### config.mk
export PLATFORM = sky130hd
export DESIGN_NAME = button_counter3
export DESIGN_NICKNAME = d
export VERILOG_FILES = /design/src/rtl/button_counter3.sv
export SDC_FILE = /design/constraint.sdc
export NUM_CORES = 1
export LEC_CHECK = 0
export ABC_AREA = 1
export CAP_MARGIN = 20
export CORE_ASPECT_RATIO = 0.9
export CORE_MARGIN = 2
export CORE_UTILIZATION = 45
export DETAILED_ROUTE_END_ITERATION = 10
export GPL_ROUTABILITY_DRIVEN = 0
export PLACE_DENSITY = 0.66
export REMOVE_ABC_BUFFERS = 1
export SYNTH_ARGS = -nofsm -noshare
export SYNTH_HDL_FRONTEND = slang
export SYNTH_SLANG_ARGS = --single-unit
### constraint.sdc
create_clock -name clk -period 1.9 [get_ports clk]
set_clock_uncertainty 0.05 [all_clocks]
set_input_delay 0.38 -clock clk [delete_from_list [all_inputs] [get_ports clk]]
set_output_delay 0.38 -clock clk [all_outputs]
set_load 0.1 [all_outputs]
### src/rtl/button_counter3.sv
// Two bouncing pushbuttons (increment / decrement) step a 3-bit modulo-8 counter.
// Each button path: 2-flop synchronizer, debounce filter, registered press-edge event.
module button_counter3 #(
   parameter int         DEBOUNCE_CYCLES = 500000,
   parameter bit         ACTIVE_LOW      = 1'b1,
   parameter logic [2:0] INIT_VALUE      = 3'd0
) (
   input  logic       clk,
   input  logic       rst,
   input  logic       btn_inc,
   input  logic       btn_dec,
   output logic [2:0] number,
   output logic       changed,
   output logic       inc_pressed,
   output logic       dec_pressed
);

   localparam int            CW      = $clog2(DEBOUNCE_CYCLES);
   localparam logic [CW-1:0] CNT_MAX = CW'(DEBOUNCE_CYCLES - 1);
   localparam logic          REL     = ACTIVE_LOW;

   // Index 0 is the increment button, index 1 the decrement button.
   logic [1:0]    raw;
   logic [1:0]    sync1;
   logic [1:0]    sync2;
   logic [1:0]    pressed_sync;
   logic [1:0]    stable;
   logic [1:0]    evt;
   logic [CW-1:0] cnt [2];

   assign raw          = {btn_dec, btn_inc};
   assign pressed_sync = ACTIVE_LOW ? ~sync2 : sync2;

   always_ff @(posedge clk or posedge rst) begin
      if (rst) begin
         sync1 <= {2{REL}};
         sync2 <= {2{REL}};
      end else begin
         sync1 <= raw;
         sync2 <= sync1;
      end
   end

   // A level is accepted only after DEBOUNCE_CYCLES consecutive disagreeing samples.
   always_ff @(posedge clk or posedge rst) begin
      if (rst) begin
         stable <= 2'b00;
         evt    <= 2'b00;
         cnt[0] <= '0;
         cnt[1] <= '0;
      end else begin
         for (int i = 0; i < 2; i++) begin
            evt[i] <= 1'b0;
            if (pressed_sync[i] == stable[i]) begin
               cnt[i] <= '0;
            end else if (cnt[i] == CNT_MAX) begin
               stable[i] <= pressed_sync[i];
               cnt[i]    <= '0;
               evt[i]    <= pressed_sync[i];
            end else begin
               cnt[i] <= cnt[i] + CW'(1);
            end
         end
      end
   end

   // Simultaneous inc and dec events cancel out.
   always_ff @(posedge clk or posedge rst) begin
      if (rst) begin
         number  <= INIT_VALUE;
         changed <= 1'b0;
      end else begin
         case (evt)
            2'b01: begin
               number  <= number + 3'd1;
               changed <= 1'b1;
            end
            2'b10: begin
               number  <= number - 3'd1;
               changed <= 1'b1;
            end
            default: changed <= 1'b0;
         endcase
      end
   end

   assign inc_pressed = stable[0];
   assign dec_pressed = stable[1];

endmodule

-- Word-level counts from Yosys, hierarchy flattened
Index checks and enable logic that the tools add are counted.
- add/subtract/negate cells: 4
- equal/unequal tests: 6
- muxes and demuxes: 10
- bitwise operators: 3
- reductions and logical operators: 4
- operator list (cell ; count):
    two-way mux 19 bit ; 4
    adder 19 x 1 -> 19 bit, second input constant ; 2
    == test 19 bit, second input constant ; 2
    one-hot mux 3 bit (2 select lines) ; 1
    two-way mux 1 bit ; 5
    AND reduction 2 bit ; 2
    adder 3 x 1 -> 3 bit, second input constant ; 1
    subtractor 3 x 1 -> 3 bit, second input constant ; 1
    == test 1 bit ; 2
    == test 2 x 1 -> 1 bit, second input constant ; 1
    == test 2 bit, second input constant ; 1
    NOT 1 bit ; 2
    NOT 2 bit ; 1
    nonzero test 2 bit ; 1
    OR reduction 2 bit ; 1
- bits in registers: 50
- bits of input ports: 4
- word-level logic and storage cells: 36

-- Longest topological paths before layout
- depth after elaboration: 4
- depth in mapped cells: 8
- gate-level depth less buffers: 8

-- Worst setup path after synthesis
No wires, ideal clock.
- path kind: reg-to-reg
- from: register number[0]
- to: register number[2]
- arrival time: 1892 ps
- required time: 1692 ps
- path slack: -199 ps
- stages on the path, launching flop included: 6
- buffers on the path: 0
- cell sequence: dfrtp_1 inv_1 fa_1 a21oi_1 o21ai_0 xnor2_1
- cells in the longest elaborated chain, start to end: 2
- ends and longest elaborated chain (element ; line ; text):
    from (decl) ; 12 ; output logic [2:0] number,
    from (signal assigned) ; 75 ; number <= number + 3'd1;
    from (signal assigned) ; 79 ; number <= number - 3'd1;
    subtractor 3 x 1 -> 3 bit or adder 3 x 1 -> 3 bit (tied branches) ; 79, 75 ;
    one-hot mux 3 bit (2 select lines) (*) ; 73 ; case (evt)
Mark *: on every way between the ends. The rest lies on a longest branch, timed or not.
A chain may end at the register's enable or synchronous reset.

-- Final worst setup path
- from: register evt[0]
- to: register number[2]
- cells in the longest elaborated chain, start to end: 2
- ends and longest elaborated chain (element ; line ; text):
    from (decl) ; 28 ; logic [1:0] evt;
    from (signal, indexed assignment) ; 59 ; evt[i] <= pressed_sync[i];
    == test 2 bit or == test 2 x 1 -> 1 bit (tied branches) ; 73 ;
    one-hot mux 3 bit (2 select lines) or nonzero test 2 bit (tied branches) ; -- ;
Parallel ways exist; a longest one is shown, timed or not.

==> summary.txt <==
Worst setup path
  • Worst r2r dst: number[2]
  • Endpoint type of the worst setup path: flip-flop
  • Worst reg2reg setup slack: 0.36 ns
  • Max FO, Critical Path: 3
  • Worst R2R Path Depth: 7
  • Worst Setup Start Kind: flip-flop
  • Reg-to-Reg Start: evt[0]
  • CP Launch Point: evt[0]
  • WS Path Type: reg2reg
  • Crit path DAT: 1.67 ns
  • Crit path required time: 2.03 ns

Floorplanning
  • Starting density of the core: 45.8%
  • Die ar.: 6770 µm²
  • Core Region: 6010 µm²
  • Die Y: 78.2 µm
  • Row Count: 27
  • I/O Pins: 10
  • Die width: 86.5 µm

Yosys
  • #FFs+latches synth: 50
  • Syn Std Cell Area: 2760 µm²
  • Yosys warns: 0
  • Seq/Total Area, Yosys: 45.6%
  • Synth Instances: 360
  • Syn_area_per_cell: 7.65 µm²
  • Distinct cells, synth: 27

Worst hold path
  • Worst Hold Class: reg2reg
  • Hold Path Origin: sync1[1]
  • Hold Path Stages: 0
  • Worst hold endpoint: sync2[1]

Layout
  • Multi-input logic area: 1330 µm²
  • Sequential cell area: 1260 µm²
  • Most common cell after layout, fill and taps aside: nor2_1
  • Fillers: 613
  • Ant diodes: 0
  • Fin area: 3110 µm²
  • Layout Nets: 385
  • Area grow syn2layout: 12.8%
  • Share of post-route cells with drive strength above 1: 12.2%
  • Most frequent cells in the layout: 94 x nor2_1, 61 x nand2_1, 46 x dfrtp_1, 42 x inv_1, 30 x nand3_1

Clock network
  • Root buffer cell: clkbuf_8
  • Clock buffer count from CTS: 5
  • CTS tree: done
  • CTS resizes: 0
  • Clock sink count: 50
  • Hold_buf cts: 0
  • CTS H-tree depth: 2
  • Setup bufs post-CTS: 0
  • Clock transition at path regs: 0.08 ns
  • Worst skew pair latency: 0.30 ns
  • CTS Buffer Depth: 2

Timing
  • Slew Limit Fails: 0
  • Slew @ Worst Pin: 0.445 ns
  • Final worst path period share: 80.9%
  • RSZ-0062 raised after global routing: false
  • Final hold violations: 0
  • Crit path time final: 1.54 ns
  • Final worst slack: 0.363 ns
  • Worst hold slack: 0.308 ns
  • # setup viols final: 0
  • Peak Freq: 651 MHz
  • Relative slew slack: 70.2%

Detailed routing
  • DR top layer: met4
  • Initial DRC count: 147
  • Met3 wire length: 211 µm
  • Wire length per cell: 11.9 µm
  • First drt pass iteration count: 4
  • Antenna viol nets, final: 0
  • DRC violations left: 0
  • Vias after detailed routing: 2,218
  • M1 wire length: 2.99 mm
  • Mean number of vias per cell: 4.93
  • WL final: 5.36 mm
  • Wire length on met2: 2.09 mm

Placed design
  • I/O Buffers: 9
  • Post-place setup slack: 0.362 ns
  • Area after DPL: 3020 µm²
  • DP HPWL: 4.08 mm

Pwr
  • Power Density: 579 nW/µm²
  • Pint: 1.40 mW
  • Sequential power share: 60.7%
  • Clock power share: 35.3%
  • Switching pwr: 400 µW
  • Pleak: 1.25 nW
  • Switching share of total power: 22.2%
  • Combinational Power Share: 4.0%
  • Worst vdd ir: 0.000351 V

GRT
  • Vias in the first global route: 1,997
  • Largest net degree at the start of global routing: 51
  • Antenna violations before repair: 0
  • GR Overflow Total: 0
  • Global-route wire length before repair: 9.52 mm
  • Total GRT Usage: 17.7%

Job
  • Number of max-cap violations: 0

Run status
  • Status: finished clean
-- Yosys cell counts, drive strengths merged --
master	instances	area (µm²)
a21oi	8	40.0
and2	5	31.3
dfrtp	46	1150
dfstp	4	105
fa	1	20.0
ha	3	37.5
inv	45	169
nand2	70	290
nand3	31	160
nand3b	1	7.51
nand4	2	12.5
nor2	107	449
nor3	6	30.0
nor3b	2	15.0
o21ai	8	40.0
o22ai	1	6.26
xnor2	9	93.8
xor2	11	96.3
-- flip-flops by register name, indices dropped and copies added (netlist names) --
name,flops
cnt,38
number,3
evt,2
stable,2
sync1,2
sync2,2
changed,1
-- power by group through the flow --
| stage | Combinational [mW] | Sequential [mW] | Clock [mW] |
|---|---|---|---|
| floorplan | 0.0484 | 1.11 | 0 |
| global placement | 0.0752 | 1.11 | 0 |
| detailed placement | 0.0755 | 1.11 | 0 |
| CTS | 0.0757 | 1.09 | 0.656 |
| global route | 0.0851 | 1.09 | 0.702 |
| finish | 0.0726 | 1.09 | 0.636 |
-- cells by family after synthesis --
family / after synthesis / synth area share, %
xor gates and xnor gates: 20 / 6.90
adders and majority gates: 4 / 2.09
DFF: 50 / 45.6
AOI/OAI and AO/OA: 17 / 3.13
buffers and inverters: 45 / 6.13
and+or+nand+nor: 224 / 36.1
-- layer usage --
layer	track usage [%]	vias to the layer above
met3	2.94	7
met2	24.2	40
met5	0	-
li1	-	1157
met4	5.16	0
met1	28.3	1014
-- how the worst max path moves through the flow --
stage	to	depth (start not counted)
floorplan	number[2]	5
CTS	number[2]	7
finish	number[2]	7
global route	number[2]	7
detailed placement	number[2]	7
global placement	number[2]	7
-- area by class of cell --
| class | instances | area share (%) |
|---|---|---|
| repair buffers | 10 | 5.48 |
| multi-input cells | 265 | 42.8 |
| flip-flops and latches | 50 | 40.4 |
| clock inverters | 1 | 0.161 |
| well taps | 72 | 2.90 |
| inverters | 45 | 5.44 |
| clock buffers | 7 | 2.78 |
-- through the flow --
| stage | setup TNS, ns | std cells | power [mW] | utilization [%] |
|---|---|---|---|---|
| 2_1_floorplan | -0.199 | 360 | 1.16 | - |
| 3_3_place_gp | 0 | 442 | 1.19 | 50.1 |
| 3_5_place_dp | 0 | 442 | 1.19 | 50.1 |
| 4_1_cts | 0 | 450 | 1.82 | 51.7 |
| 5_1_grt | 0 | 450 | 1.88 | 51.7 |
| 6_report | 0 | 450 | 1.80 | 51.7 |
-- critical path: stages (launching register included) --
cell,delay [ns]
dfrtp_1,0.37
inv_1,0.06
ha_1,0.13
inv_1,0.06
fa_1,0.37
a21oi_1,0.14
o21ai_0,0.12
xnor2_1,0.13
No activity file was read; power rests on OpenSTA's default activity.
